**src/rtl/ps2_pkg.sv**
```systemverilog
// rtl/ps2_pkg.sv - shared types and constants for the PS/2 receiver
// Purpose: event record, frame state encoding and prefix byte constants.
// Ports: none (package).
package ps2_pkg;

  localparam logic [7:0] PS2_EXT = 8'hE0;
  localparam logic [7:0] PS2_RLS = 8'hF0;

  typedef enum logic [1:0] {
    ST_IDLE,
    ST_DATA,
    ST_PARITY,
    ST_STOP
  } ps2_state_t;

  // Packed as {ext, rls, code} so the raw FIFO word matches the pushed event.
  typedef struct packed {
    logic       ext;
    logic       rls;
    logic [7:0] code;
  } ps2_event_t;

  localparam int PS2_EVENT_W = $bits(ps2_event_t);

endpackage

```
**src/rtl/ps2_fifo.sv**
```systemverilog
// rtl/ps2_fifo.sv - event FIFO with valid/ready head and overflow pulse
// Purpose: stores decoded events until the consumer takes them.
// Ports:
//   clk, rst          clock, asynchronous active-high reset
//   push, wdata       write request and word
//   valid, ready      head present / consumer accepts head
//   rdata             head word (stable until popped)
//   level             occupancy, 0..DEPTH
//   ovf               one-cycle pulse when a push is dropped
module ps2_fifo
  import ps2_pkg::*;
#(
  parameter int DEPTH = 8,
  parameter int WIDTH = PS2_EVENT_W
) (
  input  logic                     clk,
  input  logic                     rst,
  input  logic                     push,
  input  logic [WIDTH-1:0]         wdata,
  output logic                     valid,
  input  logic                     ready,
  output logic [WIDTH-1:0]         rdata,
  output logic [$clog2(DEPTH):0]   level,
  output logic                     ovf
);

  localparam int AW = $clog2(DEPTH);

  logic [WIDTH-1:0] mem [DEPTH];
  logic [AW-1:0]    wr_ptr;
  logic [AW-1:0]    rd_ptr;
  logic [AW:0]      count;
  logic             full;
  logic             do_push;
  logic             do_pop;

  assign full    = (count == (AW+1)'(DEPTH));
  assign do_pop  = (count != '0) && ready;
  // A full FIFO still accepts a push when the head leaves in the same cycle.
  assign do_push = push && (!full || do_pop);

  always_ff @(posedge clk or posedge rst) begin
    if (rst) begin
      wr_ptr <= '0;
      rd_ptr <= '0;
      count  <= '0;
      ovf    <= 1'b0;
      for (int i = 0; i < DEPTH; i++) begin
        mem[i] <= '0;
      end
    end else begin
      ovf <= push && full && !do_pop;
      if (do_push) begin
        mem[wr_ptr] <= wdata;
        wr_ptr      <= wr_ptr + AW'(1);
      end
      if (do_pop) begin
        rd_ptr <= rd_ptr + AW'(1);
      end
      case ({do_push, do_pop})
        2'b10:   count <= count + (AW+1)'(1);
        2'b01:   count <= count - (AW+1)'(1);
        default: count <= count;
      endcase
    end
  end

  assign valid = (count != '0);
  assign rdata = mem[rd_ptr];
  assign level = count;

endmodule

```
**src/rtl/ps2_rx.sv**
```systemverilog
// rtl/ps2_rx.sv - PS/2 device-to-host receiver producing scancode events
// Purpose: synchronise and de-glitch the PS/2 lines, decode 11-bit frames,
//   fold E0/F0 prefixes into flags and queue events.
// Option: define PS2_RX_PARITY_CHK_EN to reject bytes with bad odd parity.
// Ports:
//   clk, reset          clock, asynchronous active-high reset
//   ps2clk, ps2dat      raw PS/2 lines
//   ev_valid, ev_ready  event head handshake
//   ev_code/ext/rls     head event fields
//   err                 pulse on frame, parity or timeout error
//   ovf                 pulse when an event is dropped on a full FIFO
//   level               FIFO occupancy
module ps2_rx
  import ps2_pkg::*;
#(
  parameter int FILT_LEN   = 4,
  parameter int TIMEOUT    = 20000,
  parameter int FIFO_DEPTH = 8
) (
  input  logic                          clk,
  input  logic                          reset,
  input  logic                          ps2clk,
  input  logic                          ps2dat,
  output logic                          ev_valid,
  input  logic                          ev_ready,
  output logic [7:0]                    ev_code,
  output logic                          ev_ext,
  output logic                          ev_rls,
  output logic                          err,
  output logic                          ovf,
  output logic [$clog2(FIFO_DEPTH):0]   level
);

  localparam int              TW        = $clog2(TIMEOUT + 1);
  localparam logic [TW-1:0]   TO_LAST   = TW'(TIMEOUT - 1);
  localparam logic [3:0]      FILT_LAST = 4'(FILT_LEN - 1);

  logic [1:0]  clk_sync;
  logic [1:0]  dat_sync;
  logic        filt;
  logic [3:0]  filt_cnt;
  logic        fall;

  ps2_state_t  state;
  logic [2:0]  bit_idx;
  logic [7:0]  shreg;
  logic [TW-1:0] to_cnt;
  logic        pend_ext;
  logic        pend_rls;
  logic        push;
  ps2_event_t  push_ev;
  ps2_event_t  head;
  logic        parity_ok;

  always_ff @(posedge clk or posedge reset) begin
    if (reset) begin
      clk_sync <= 2'b11;
      dat_sync <= 2'b11;
    end else begin
      clk_sync <= {clk_sync[0], ps2clk};
      dat_sync <= {dat_sync[0], ps2dat};
    end
  end

  // The filtered clock follows the synchronised line only after it has
  // disagreed for FILT_LEN cycles in a row; fall marks the cycle the
  // filtered level is newly low.
  always_ff @(posedge clk or posedge reset) begin
    if (reset) begin
      filt     <= 1'b1;
      filt_cnt <= '0;
      fall     <= 1'b0;
    end else begin
      fall <= 1'b0;
      if (clk_sync[1] != filt) begin
        if (filt_cnt == FILT_LAST) begin
          filt     <= clk_sync[1];
          filt_cnt <= '0;
          fall     <= !clk_sync[1];
        end else begin
          filt_cnt <= filt_cnt + 4'd1;
        end
      end else begin
        filt_cnt <= '0;
      end
    end
  end

`ifdef PS2_RX_PARITY_CHK_EN
  logic par_bit;

  always_ff @(posedge clk or posedge reset) begin
    if (reset) begin
      par_bit <= 1'b0;
    end else if (fall && state == ST_PARITY) begin
      par_bit <= dat_sync[1];
    end
  end

  assign parity_ok = ^{shreg, par_bit};
`else
  assign parity_ok = 1'b1;
`endif

  always_ff @(posedge clk or posedge reset) begin
    if (reset) begin
      state    <= ST_IDLE;
      bit_idx  <= '0;
      shreg    <= '0;
      to_cnt   <= '0;
      pend_ext <= 1'b0;
      pend_rls <= 1'b0;
      push     <= 1'b0;
      push_ev  <= '0;
      err      <= 1'b0;
    end else begin
      push <= 1'b0;
      err  <= 1'b0;

      if (state == ST_IDLE || fall) begin
        to_cnt <= '0;
      end else begin
        to_cnt <= to_cnt + TW'(1);
      end

      if (state != ST_IDLE && !fall && to_cnt == TO_LAST) begin
        // Line went quiet mid-frame: drop the partial byte.
        state    <= ST_IDLE;
        err      <= 1'b1;
        pend_ext <= 1'b0;
        pend_rls <= 1'b0;
      end else if (fall) begin
        case (state)
          ST_IDLE: begin
            if (!dat_sync[1]) begin
              state   <= ST_DATA;
              bit_idx <= '0;
            end
          end
          ST_DATA: begin
            shreg   <= {dat_sync[1], shreg[7:1]};
            bit_idx <= bit_idx + 3'd1;
            if (bit_idx == 3'd7) begin
              state <= ST_PARITY;
            end
          end
          ST_PARITY: begin
            state <= ST_STOP;
          end
          ST_STOP: begin
            state <= ST_IDLE;
            if (!dat_sync[1] || !parity_ok) begin
              err      <= 1'b1;
              pend_ext <= 1'b0;
              pend_rls <= 1'b0;
            end else if (shreg == PS2_EXT) begin
              pend_ext <= 1'b1;
            end else if (shreg == PS2_RLS) begin
              pend_rls <= 1'b1;
            end else begin
              push     <= 1'b1;
              push_ev  <= '{ext: pend_ext, rls: pend_rls, code: shreg};
              pend_ext <= 1'b0;
              pend_rls <= 1'b0;
            end
          end
        endcase
      end
    end
  end

  ps2_fifo #(
    .DEPTH (FIFO_DEPTH),
    .WIDTH (PS2_EVENT_W)
  ) u_fifo (
    .clk   (clk),
    .rst   (reset),
    .push  (push),
    .wdata (push_ev),
    .valid (ev_valid),
    .ready (ev_ready),
    .rdata (head),
    .level (level),
    .ovf   (ovf)
  );

  assign ev_code = head.code;
  assign ev_ext  = head.ext;
  assign ev_rls  = head.rls;

endmodule

```
**config.mk**
```make
export PLATFORM = sky130hd
export DESIGN_NAME = ps2_rx
export DESIGN_NICKNAME = d
export VERILOG_FILES = /design/src/rtl/ps2_pkg.sv /design/src/rtl/ps2_fifo.sv /design/src/rtl/ps2_rx.sv
export SDC_FILE = /design/constraint.sdc
export NUM_CORES = 1
export LEC_CHECK = 0
export BUFFER_PORTS_ARGS = -buffer_cell sky130_fd_sc_hd__buf_2
export CAP_MARGIN = 20
export CORE_MARGIN = 2
export CORE_UTILIZATION = 30
export DETAILED_ROUTE_END_ITERATION = 8
export GPL_TIMING_DRIVEN = 0
export PLACE_DENSITY = 0.52
export SLEW_MARGIN = 20
export SYNTH_ARGS = -nofsm -noshare
export SYNTH_HDL_FRONTEND = slang
export SYNTH_HIERARCHICAL = 1
export SYNTH_SLANG_ARGS = --single-unit
export TNS_END_PERCENT = 100
```
**constraint.sdc**
```tcl
create_clock -name clk -period 3.2 [get_ports clk]
set_clock_uncertainty 0.15 [all_clocks]
set_input_delay 0.16 -clock clk [delete_from_list [all_inputs] [get_ports clk]]
set_output_delay 0.16 -clock clk [all_outputs]
set_load 0.01 [all_outputs]
```
# ---- Word level (Yosys, flattened, before mapping)
# Cells that the tools add are included.
dict set report word_totals {
  word_cells 128
  reg_bits 143
}
dict set report classes {
  addsub 7
  reduce_logical 27
  n_eq_ne 17
  mux 41
  n_bitwise 5
  magnitude_cmp 3
}
# op count
set op_table {}
lappend op_table {{$bwmux 80} 1}
lappend op_table {{$bmux 10 s3} 1}
lappend op_table {{$demux 10 s3} 1}
lappend op_table {{$mux 10} 3}
lappend op_table {{$mux 1} 24}
lappend op_table {{$eq 8x8->1 const B} 2}
lappend op_table {{$add 15x1->15 const B} 1}
lappend op_table {{$eq 15x15->1 const B} 1}
lappend op_table {{$mux 15} 1}
lappend op_table {{$reduce_and 3->1} 4}
lappend op_table {{$reduce_bool 2->1} 5}
lappend op_table {{$add 3x1->3 const B} 3}
lappend op_table {{$add 4x1->4 const B} 2}
lappend op_table {{$ge 4x4->1 const B} 2}
lappend op_table {{$mux 2} 4}
lappend op_table {{$mux 4} 2}
lappend op_table {{$not 3->4} 2}
lappend op_table {{$pmux 2 s4} 1}
lappend op_table {{$pmux 4 s2} 1}
lappend op_table {{$logic_and 1x1->1} 7}
lappend op_table {{$eq 2x2->1 const B} 3}
lappend op_table {{$ne 3x3->1 const B} 2}
lappend op_table {{$pmux 3 s2} 1}
lappend op_table {{$reduce_and 6->1} 1}
lappend op_table {{other kinds (18)} 25}

# ---- Logic depth before layout (Yosys ltp)
# Gate-level depths: netlist of the first run.
dict set report logic_depth {
  depth_word 7
  depth_mapped 11
  mapped_depth_nobuf 9
}

# ---- Cells and area by module
# The synthesis of the first run kept the hierarchy.
# module area_each_um2 cells_per_inst n_inst
set by_module_without_submodules {}
lappend by_module_without_submodules {ps2_fifo 4356.7 272 1}
lappend by_module_without_submodules {ps2_rx 2224.6 179 1}

# ---- Least setup slack after synthesis of the first run
# Ideal clock, no wire load.
dict set report synth_path {
  path_kind {register to register}
  start {reg u_fifo.count[1], in the netlist u_fifo/level[1]}
  end {reg u_fifo.count[3], in the netlist u_fifo/level[3]}
  t_required_ns 2.960
  setup_time_ns 0.090
  arrival_ns 2.802
  n_path_buf 3
  path_stages_with_launch 11
  setup_slack_ns 0.157
  cell_sequence {dfrtp_1 buf_2 or3_1 buf_2 o21ai_0 inv_1 ha_1 clkbuf_1 or4b_2 a21o_1 o221ai_1}
}
dict set report synth_between {
  elab_chain_cells 6
  word_cells_on_any_way 12
  classes_between {add/sub: 2; eq/ne: 3; mux: 1; reduce/logical: 6}
}
# element line
set synth_rtl {}
lappend synth_rtl {{start, declared} ps2_fifo.sv:32} ;# logic [AW:0] count;
lappend synth_rtl {{start signal, assigned} ps2_fifo.sv:61} ;# 2'b10: count <= count + (AW+1)'(1);
lappend synth_rtl {{start signal, assigned} ps2_fifo.sv:62} ;# 2'b01: count <= count - (AW+1)'(1);
lappend synth_rtl {{start signal, assigned} ps2_fifo.sv:63} ;# default: count <= count;
lappend synth_rtl {{$reduce_bool 4->1 *} ps2_fifo.sv:38} ;# assign do_pop = (count != '0) && ready;
lappend synth_rtl {{$logic_and 1x1->1 *} ps2_fifo.sv:38}
lappend synth_rtl {{named net u_fifo.do_pop} ps2_fifo.sv:35} ;# logic do_pop;
lappend synth_rtl {{$logic_or 1x1->1} ps2_fifo.sv:40} ;# assign do_push = push && (!full || do_pop);
lappend synth_rtl {{$logic_and 1x1->1} ps2_fifo.sv:40}
lappend synth_rtl {{$eq 2x1->1 / $eq 2x2->1 (equally long branches)} ps2_fifo.sv:60} ;# case ({do_push, do_pop})
lappend synth_rtl {{$pmux 4 s2 / $reduce_bool 2->1 (equally long branches)} n/a}
# The timed path passes the listed nets; every way through them passes the cells marked *.
# A chain may end at the register's enable or synchronous reset.

# ---- Worst setup path in the final report of the first run
dict set report layout_path {
  start {reg u_fifo.count[1], in the netlist u_fifo/level[1]}
  end {reg u_fifo.count[3], in the netlist u_fifo/level[3]}
}
dict set report layout_between {
  elab_chain_cells 6
  word_cells_on_any_way 12
  classes_between {add/sub: 2; eq/ne: 3; mux: 1; reduce/logical: 6}
}
# element line
set layout_rtl {}
lappend layout_rtl {{$eq 4x4->1 / $reduce_bool 4->1 (equally long branches)} {ps2_fifo.sv:37, ps2_fifo.sv:38}}
lappend layout_rtl {{$logic_not 1->1 / $logic_and 1x1->1 (equally long branches)} {ps2_fifo.sv:40, ps2_fifo.sv:38}}
lappend layout_rtl {{$logic_or 1x1->1} ps2_fifo.sv:40}
lappend layout_rtl {{$logic_and 1x1->1} ps2_fifo.sv:40}
lappend layout_rtl {{$eq 2x1->1 / $eq 2x2->1 (equally long branches)} ps2_fifo.sv:60}
lappend layout_rtl {{$pmux 4 s2 / $reduce_bool 2->1 (equally long branches)} n/a}
# Several ways; a longest one is shown, not always the timed one.

==> impl_metrics.csv, run 1 <==
group,metric,value,unit
placed_design,pre_cts_ws,-82.2,ps
final_layout,syn_to_final_growth,18.0,%
worst_setup_path,critical-path-top-delay-family,"simple AND/OR/NAND/NOR gates",
detailed_routing,wl,13.5,mm
placed_design,gp_routability_congestion,0.748,
cts,post_cts_buffers,0,
sta,tightest_slew,1140,ps
sta,slew_violations,0,
sta,clock.fmax,333,MHz
die,die_h,152,µm
synthesis,synth_nets,469,
synthesis,synth_area_per_cell,14.6,µm²
detailed_routing,drtIter0Drc,133,
sta,period_share,93.7,%
worst_setup_path,cp_cell_sequence,"buf_2 > or3_1 > buf_2 > o21ai_2 > ha_1 > or3b_2 > a2111oi_2 > o221ai_1",
sta,setup_tns,0,ps
die,core,0.0217,mm²
grt,grt_max_degree,57,
power_and_ir_drop,power_density,581,mW/mm²
final_layout,nets,514,
synthesis,synthDistinctLibCells,63,
power_and_ir_drop,leakage,3.64,nW
detailed_routing,dr.pass1.iters,4,
power_and_ir_drop,ir_worst_vdd,0.000347,V
die,die-width,152,µm
sta,slew_headroom,23.8,%
final_layout,utilization,35.8,%
sta,rsz0062_at_grt,"false",
detailed_routing,num_vias,3738,
placed_design,place_area,0.00709,mm²
die,fp-row-count,54,
synthesis,synth_edf_count,0,
synthesis,synth.ff_latch_count,143,
die,die_area,0.0231,mm²
sta,worst_slack,201,ps
cts,cts_buffers,17,
cts,clock_latency,420,ps
final_layout,num-fill-cells,2085,
synthesis,synth_warnings,6,
synthesis,synth-main-ff-cell,"dfrtp_1",
flow_run,maxCapViolations,0,
worst_setup_path,cp_data_required_time,3330,ps
sta,finalSetupViolCount,0,
worst_setup_path,endpoint_kind,"flop",
cts,cts_tree,"yes",
cts,htreeDepth,4,
worst_setup_path,crit_slowest_cell,"or3b_2",
detailed_routing,avgRoutedWirePerCell,17.1,µm
grt,grt_first_pass_wirelength,21.9,mm
placed_design,hpwlAfterDp,8.82,mm
synthesis,synth_area,0.00658,mm²
final_layout,drive_above_1_share,42.0,%
sta,period_needed,3000,ps
synthesis,yosysSeqAreaShare,54.5,%
final_layout,final_cell_mix,"dfrtp_1 (138), mux2_2 (102), buf_2 (28)",
detailed_routing,ant_nets,0,
worst_setup_path,startpoint,"u_fifo/level[1]",
worst_setup_path,crit_buf_inv,2,
cts,cts.path.max_buffers,2,
detailed_routing,drcViolationCount,0,
worst_setup_path,critPathLaunchType,"flop",
final_layout,fin_area,0.00776,mm²
placed_design,port_buffers,21,
worst_setup_path,max_stage_delay,500,ps
outcome,status,"complete, no violations",
final_layout,layout_commonest_cell,"dfrtp_1",
die,io_pins,22,
grt,track_usage,12.4,%
grt,grt_overflow,0,
worst_hold_path,hp-class,"primary input to asynchronous set/reset pin",
worst_setup_path,worstPathArrival,3130,ps
grt,grt_pass1_vias,3921,
worst_setup_path,crit_fanout,8,
cts,cts.sinks,143,
worst_setup_path,path_common_cell,"buf_2",
grt,antenna_found_initial,0,
power_and_ir_drop,power,4.51,mW
detailed_routing,vias_per_cell,4.74,
die,initial_core_util,30.3,%
worst_setup_path,r2r-start,"u_fifo/level[1]",
sta,hold_violations,0,
final_layout,diodes,0,
cts,cts.clk_slew.worst_paths,60,ps
synthesis,async_flop_share,100,%
synthesis,syn_inst,451,
worst_setup_path,path_class,"flop to flop",
cts,cts_root_buffer,"clkbuf_16",
[cells by family after synthesis]
logic type,after synthesis,share of synthesized area (%)
DFF,143,54.5
buffers and inverters,28,1.92
AOI/OAI and AO/OA,37,5.15
muxes,135,26.5
adders and majority gates,13,2.47
and+or+nand+nor,76,6.98
xor gates and xnor gates,19,2.53
[cells in the mapped netlist (3+ instances only)]
cell type  number  share of area (%)
a2111oi_4       3                1.3
a21oi_1         7               0.53
and3_1          4               0.38
buf_2           7               0.53
clkbuf_1        7               0.40
dfrtp_1       138                 52
dfstp_2         5                2.0
ha_1           13                2.5
inv_1          11               0.63
mux2_1         11                1.9
mux2_2        102                 17
mux4_2         20                6.8
nand2_1         6               0.34
nand2b_1        4               0.38
nand3_1         7               0.53
nand4_1         3               0.29
nor2_1         18                1.0
nor2b_1         3               0.29
nor3_1          4               0.30
o21ai_0         7               0.53
o21ai_4         3               0.74
or3_1           3               0.29
xnor2_1        12                1.6
xor2_1          7               0.93
[registers in the layout, indices dropped and copies added, names as in the netlist, 3 cells and up]
name	flops
shreg	8
bit_idx	3
filt_cnt	4
u_fifo/level	4
push_ev	10
to_cnt	15
u_fifo/wr_ptr	3
u_fifo/rd_ptr	3
u_fifo/mem	80
[worst reg2reg max path, delay by kind of cell, from the launching register on]
| family | cells | cell delay, ps |
|---|---|---|
| AND/OR/NAND/NOR | 2 | 840 |
| AO/OA/AOI/OAI | 3 | 810 |
| buffers and inverters | 2 | 390 |
| flip-flops | 1 | 370 |
| adder cells (fa/ha/maj) | 1 | 310 |
[area by class of cell]
| class | instances | area, µm² | share of cell area [%] |
|---|---|---|---|
| flip-flops and latches | 143 | 3580 | 46.2 |
| multi-input cells | 280 | 2890 | 37.2 |
| clock buffers | 22 | 484 | 6.24 |
| well taps | 280 | 350 | 4.51 |
| repair buffers | 27 | 193 | 2.48 |
| clock inverters | 10 | 135 | 1.74 |
| plain buffers | 16 | 81.3 | 1.05 |
| inverters | 11 | 43.8 | 0.564 |
[timing repair]
| item | in CTS | in global routing |
|---|---|---|
| endpoints found under the hold margin | 60 | 0 |
| hold buffers | 4 | 0 |
| gates resized for setup | 2 | 4 |
| setup endpoints to repair | 1 | 1 |
[power by group]
part	internal (mW)	leakage [nW]	total [mW]	switching (mW)
Combinational	0.205	1.35	0.524	0.319
Sequential	1.87	1.98	1.93	0.0564
Clock	1.31	0.306	2.06	0.751
Total	3.38	3.64	4.51	1.13
[metal layers]
layer / routed length [µm] / up-vias / GRT usage (%)
met2: 6440 / 39 / 19.2
met4: 167 / 0 / 4.27
met1: 6490 / 1931 / 16.7
met5: 0 / - / 0
met3: 353 / 16 / 3.25
li1: - / 1752 / -
[path summary, 6_finish.rpt]
check / slack, ps / cells after the start / to
min in group clk: 210 / 0 / dat_sync[1]
min reg2reg: 210 / 0 / dat_sync[1]
min: 180 / 3 / u_fifo/mem[14]
max in group asynchronous: 2080 / 4 / u_fifo/mem[31]
max: 200 / 8 / u_fifo/level[3]
max reg2reg: 200 / 8 / u_fifo/level[3]
[stage by stage]
step	hold slack (ps)	cells
after floorplan	14.5	451
after global placement	116	752
after detailed placement	93.2	754
after CTS	197	790
after global routing	203	789
final	181	789
Note: power is estimated with default switching activity, not from simulation.
==> run 2, diff against run 1 <==
--- a/config.mk
+++ b/config.mk
@@ -8,10 +8,10 @@
 export BUFFER_PORTS_ARGS = -buffer_cell sky130_fd_sc_hd__buf_2
 export CAP_MARGIN = 20
 export CORE_MARGIN = 2
-export CORE_UTILIZATION = 30
+export CORE_UTILIZATION = 43
 export DETAILED_ROUTE_END_ITERATION = 8
 export GPL_TIMING_DRIVEN = 0
-export PLACE_DENSITY = 0.52
+export PLACE_DENSITY = 0.67
 export SLEW_MARGIN = 20
 export SYNTH_ARGS = -nofsm -noshare
 export SYNTH_HDL_FRONTEND = slang
==> run 2 against run 1 <==
Clock-buffer cell count rose by 6. Non-clock buffer count unchanged. Core utilization rose by 15 points. Via count increased by 1.9%. Die area shrank 30%. Worst setup slack got worse by 28 ps. Combinational power shrank 3%. First-iteration DRC count is 79% higher. Clock power about the same. Design area decreased by 1.5%. Flip-flop and latch count unchanged. Sequential power is essentially flat. Critical path type unchanged.
==> impl_metrics.csv, run 2 (same netlist as run 1, synthesis figures left out) <==
group,metric,value,unit
sta,slew_violations,0,
outcome,status,"complete, no violations",
worst_hold_path,hold_start,"dat_sync[0]",
worst_setup_path,worstReg2RegEnd,"u_fifo/level[3]",
grt,antenna_found_initial,0,
sta,worst_slack,173,ps
final_layout,drive_above_1_share,41.3,%
worst_setup_path,crit_fanout,8,
detailed_routing,vias_per_cell,5.46,
grt,grt_pass1_vias,4078,
die,initial_core_util,43.6,%
final_layout,top_regs,"u_fifo/mem (80), to_cnt (15), push_ev (10)",
worst_setup_path,worstPathArrival,3200,ps
power_and_ir_drop,switching_power,1.06,mW
worst_hold_path,worstHoldEndpoint,"dat_sync[1]",
grt,grt_max_degree,55,
worst_hold_path,hp-class,"flop to flop",
cts,cts_buffers,17,
grt,track_usage,16.7,%
worst_setup_path,path_class,"flop to flop",
detailed_routing,drcViolationCount,0,
final_layout,nets,514,
power_and_ir_drop,ir_worst_vdd,0.000401,V
placed_design,hpwlAfterDp,8.12,mm
grt,grt_first_pass_wirelength,20.9,mm
grt,grt_overflow,0,
sta,slew_headroom,31.5,%
worst_setup_path,rrSetupSlack,170,ps
cts,cts.clk_slew.worst_paths,60,ps
worst_setup_path,r2r_cells,9,
die,fp-row-count,45,
power_and_ir_drop,power_density,590,mW/mm²
cts,htreeDepth,4,
flow_run,maxCapViolations,0,
cts,cts.path.max_buffers,2,
cts,cts_root_buffer,"clkbuf_16",
die,die-width,128,µm
final_layout,regMostFlops,"u_fifo/mem",
final_layout,syn_to_final_growth,16.2,%
power_and_ir_drop,switching_share,23.6,%
die,die_area,0.0163,mm²
worst_setup_path,r2r-start,"u_fifo/level[1]",
sta,rsz0062_at_grt,"false",
placed_design,gp_routability_congestion,0.768,
power_and_ir_drop,leakage,3.64,nW
cts,cts.sinks,143,
sta,tightest_slew,1030,ps
final_layout,diodes,0,
die,die_h,128,µm
detailed_routing,ant_nets,0,
power_and_ir_drop,combPwrFrac,11.3,%
detailed_routing,avgRoutedWirePerCell,17.7,µm
die,core,0.0151,mm²
power_and_ir_drop,intPower,3.45,mW
placed_design,port_buffers,21,
final_layout,final_cell_mix,"dfrtp_1 (138), mux2_2 (102), buf_2 (28)",
final_layout,layout_commonest_cell,"dfrtp_1",
power_and_ir_drop,pwr-share-clk,45.9,%
worst_setup_path,endpoint_kind,"flop",
sta,period_share,94.6,%
sta,clock.fmax,330,MHz
detailed_routing,drtIter0Drc,238,
cts,cts_tree,"yes",
placed_design,dp.cells,662,
worst_setup_path,cp_data_required_time,3380,ps
worst_setup_path,critPathLaunchType,"flop",
detailed_routing,num_vias,3809,
sta,period_needed,3030,ps
cts,clock_latency,410,ps
sta,hold_violations,0,
placed_design,pre_cts_ws,-103,ps
detailed_routing,dr.pass1.iters,4,
detailed_routing,wl,12.4,mm
cts,post_cts_buffers,0,
power_and_ir_drop,pwr-share-seq,42.8,%
sta,finalSetupViolCount,0,
final_layout,largest_reg_flops,80,
die,io_pins,22,
worst_hold_path,hold_depth,0,
final_layout,final_cells,697,
-- run 2: area by class of cell --
type | instances | area (µm²)
Tap cell | 188 | 235
Buffer | 16 | 81.3
Clock inverter | 4 | 95.1
Clock buffer | 28 | 537
Inverter | 11 | 43.8
Fill cell | 1255 | 7440
Sequential cell | 143 | 3580
Multi-Input combinational cell | 280 | 2880
Timing Repair Buffer | 27 | 193
-- run 2: worst max-delay path, cell delays in order (launching register included) --
cell and delay (ps):
dfrtp_1 370, buf_2 170, or3_1 340, buf_2 210, o21ai_2 230, inv_1 100, ha_1 400, or4b_2 720
a21o_1 180, o221ai_1 60
-- run 2: worst max-delay path by stage --
stage                      end             from  depth (start not counted)
6_report       u_fifo/level[3]  u_fifo/level[1]                          9
5_1_grt        u_fifo/level[3]  u_fifo/level[1]                          8
4_1_cts        u_fifo/level[3]  u_fifo/level[1]                         10
3_5_place_dp   u_fifo/level[3]  u_fifo/level[1]                         10
3_3_place_gp    u_fifo/mem[71]            reset                          2
2_1_floorplan  u_fifo/level[3]  u_fifo/level[1]                         10
-- run 2: repair_timing --
action | CTS | global route
hold buffers | 4 | 0
setup endpoints to repair | 1 | 1
gates resized for setup | 1 | 3
endpoints found under the hold margin | 60 | 0
-- run 2: per-layer routing --
layer  routed length (µm)  global-route usage (%)  vias up
met4                  175                    5.49        0
met2                 6050                    27.0       42
met1                 5840                    21.9     1989
met5                    0                       0        -
li1                     -                       -     1762
met3                  284                    4.67       16
-- run 2: power by group through the flow --
stage                     combinational, mW  sequential (mW)  clock (mW)
after global placement                0.488             1.96           0
after detailed placement              0.511             1.96           0
after CTS                             0.519             1.93        2.12
final                                 0.509             1.93        2.07
after global routing                  0.573             1.94        2.19
after floorplan                       0.387             1.95           0
-- run 2: metrics by stage --
| step | area, µm² | TNS (ps) | utilization (%) | total power, mW | hold WS (ps) |
|---|---|---|---|---|---|
| 6_report | 7650 | 0 | 50.7 | 4.51 | 204 |
| 2_1_floorplan | 6580 | 0 | - | 2.34 | 14.5 |
| 4_1_cts | 7640 | 0 | 50.7 | 4.57 | 205 |
| 3_3_place_gp | 6920 | -35540 | 45.9 | 2.44 | 116 |
| 3_5_place_dp | 6970 | -103 | 46.2 | 2.47 | 112 |
| 5_1_grt | 7650 | 0 | 50.7 | 4.70 | 209 |
==> run 3, diff against run 2 <==
--- a/config.mk
+++ b/config.mk
@@ -9,6 +9,7 @@
 export CAP_MARGIN = 20
 export CORE_MARGIN = 2
 export CORE_UTILIZATION = 43
+export CTS_BUF_LIST = sky130_fd_sc_hd__clkbuf_8
 export DETAILED_ROUTE_END_ITERATION = 8
 export GPL_TIMING_DRIVEN = 0
 export PLACE_DENSITY = 0.67
==> run 3 against run 2 <==
Worst hold slack worse by 26 ps. Non-clock buffer count unchanged. Worst setup slack is essentially flat. Flip-flop and latch count unchanged. Design area shrank 2.5%. Routed wire length decreased by 1.5%. Combinational power is essentially flat. Clock-buffer cell count shrank 4. Register-to-register slack hardly changed. Sequential share of layout area is 1.2 points higher. Critical path depth did not move. Largest power group is now registers.
==> impl_metrics.csv, run 3 (same netlist as run 1, synthesis figures left out) <==
group,metric,value,unit
outcome,status,"complete, no violations",
die,core,0.0151,mm²
grt,grt_first_pass_wirelength,20.5,mm
die,die-width,128,µm
cts,htreeDepth,4,
detailed_routing,dr.pass1.iters,4,
placed_design,port_buffers,21,
detailed_routing,drtIter0Drc,196,
final_layout,num-fill-cells,1277,
sta,period_share,94.6,%
final_layout,top_regs,"u_fifo/mem (80), to_cnt (15), push_ev (10)",
sta,clock.fmax,330,MHz
sta,rsz0062_at_grt,"false",
final_layout,regMostFlops,"u_fifo/mem",
worst_setup_path,critical-path-top-delay-family,"simple AND/OR/NAND/NOR gates",
cts,cts_buffers,17,
grt,grt_pass1_vias,3999,
grt,use_met3,5.26,%
worst_setup_path,cp_data_required_time,3410,ps
final_layout,nets,514,
grt,track_usage,16.4,%
worst_setup_path,path_class,"flop to flop",
cts,cts_tree,"yes",
final_layout,syn_to_final_growth,13.3,%
sta,tightest_slew,1020,ps
grt,antenna_found_initial,0,
final_layout,diodes,0,
sta,slew_headroom,32.2,%
cts,cts.sinks,143,
power_and_ir_drop,power_density,533,mW/mm²
worst_setup_path,crit_buf_inv,3,
die,fp-row-count,45,
grt,grt_max_degree,55,
worst_setup_path,worstPathArrival,3230,ps
power_and_ir_drop,leakage,3.57,nW
grt,grt_util_met1,21.7,%
sta,setup_tns,0,ps
detailed_routing,wl,12.2,mm
detailed_routing,ant_nets,0,
worst_setup_path,max_stage_delay,710,ps
cts,cts.path.max_buffers,2,
die,initial_core_util,43.6,%
final_layout,layout_commonest_cell,"dfrtp_1",
sta,worst_slack,174,ps
cts,cts_root_buffer,"clkbuf_8",
placed_design,hpwlAfterDp,8.12,mm
die,io_pins,22,
placed_design,pre_cts_ws,-103,ps
final_layout,final_cell_mix,"dfrtp_1 (138), mux2_2 (102), buf_2 (28)",
final_layout,multi_input_area,0.00288,mm²
worst_setup_path,crit_slowest_cell,"or4b_2",
die,die_h,128,µm
sta,finalSetupViolCount,0,
detailed_routing,vias_per_cell,5.40,
worst_setup_path,cp_cell_sequence,"buf_2 > or3_1 > buf_2 > o21ai_2 > inv_1 > ha_1 > or4b_2 > a21o_1 > o221ai_1",
final_layout,regArea,0.00358,mm²
worst_setup_path,rrSetupSlack,170,ps
grt,grt_overflow,0,
worst_setup_path,crit_fanout,8,
cts,clock_latency,440,ps
final_layout,largest_reg_flops,80,
placed_design,gp_routability_congestion,0.768,
grt,busiest_layer,"met2",
sta,slew_violations,0,
worst_setup_path,endpoint_kind,"flop",
worst_setup_path,critPathLaunchType,"flop",
final_layout,drive_above_1_share,41.3,%
sta,hold_violations,0,
worst_setup_path,path_common_cell,"buf_2",
sta,period_needed,3030,ps
worst_hold_path,hp-class,"primary input to asynchronous set/reset pin",
die,die_area,0.0163,mm²
detailed_routing,avgRoutedWirePerCell,17.4,µm
power_and_ir_drop,ir_worst_vdd,0.000349,V
flow_run,maxCapViolations,0,
grt,grtUsageMet2,26.3,%
cts,cts.clk_slew.worst_paths,70,ps
detailed_routing,drcViolationCount,0,
detailed_routing,num_vias,3767,
[run 3: cell count changes in the layout (fill, tap and decap cells not counted), sizes merged]
cell	change
clkbuf	-4
inv	+4
[run 3: final cells by class]
type	instances	share of cell area (%)
Buffer	16	1.09
Timing Repair Buffer	27	2.58
Inverter	11	0.587
Tap cell	188	3.15
Multi-Input combinational cell	280	38.6
Clock buffer	24	4.43
Sequential cell	143	48.1
Clock inverter	8	1.48
[run 3: final timing paths]
kind | startpoint | cells after the start | end
worst max-delay path | u_fifo/level[1] | 9 | u_fifo/level[3]
worst min-delay path | reset | 3 | u_fifo/mem[7]
worst max register to register | u_fifo/level[1] | 9 | u_fifo/level[3]
worst min register to register | dat_sync[0] | 0 | dat_sync[1]
max in group asynchronous | reset | 4 | u_fifo/mem[2]
min in group clk | dat_sync[0] | 0 | dat_sync[1]
[run 3: metrics by stage]
stage	cells	area [µm²]	hold WS [ps]	total power [mW]	util, %
floorplan	451	6580	14.5	2.34	-
global placement	660	6920	116	2.44	45.9
detailed placement	662	6970	112	2.47	46.2
CTS	698	7450	173	4.02	49.4
global route	697	7460	179	4.16	49.4
finish	697	7460	178	3.97	49.4
[run 3: repair_timing]
item | in CTS | in global routing
hold buffers | 4 | 0
endpoints found under the setup margin | 1 | 1
resized for setup | 1 | 3
endpoints found under the hold margin | 65 | 0
setup buffers | 0 | 0
[run 3: report_power, final]
group	internal [mW]	total [mW]	leakage (nW)	switching (mW)
combinational	0.202	0.510	1.35	0.308
clock	0.906	1.54	0.240	0.631
sequential	1.87	1.93	1.98	0.0565
total	2.98	3.97	3.57	0.996
[run 3: tightest hold or removal path, cell delays in order]
cell	delay [ps]
dlygate4sd3_1	530
buf_2	150
inv_4	380
[run 3: layer usage]
metal  up-vias  routed length (µm)
met2        43                5930
met3         9                 325
met5         -                   0
met1      1965                5810
li1       1750                   -
met4         0                 101
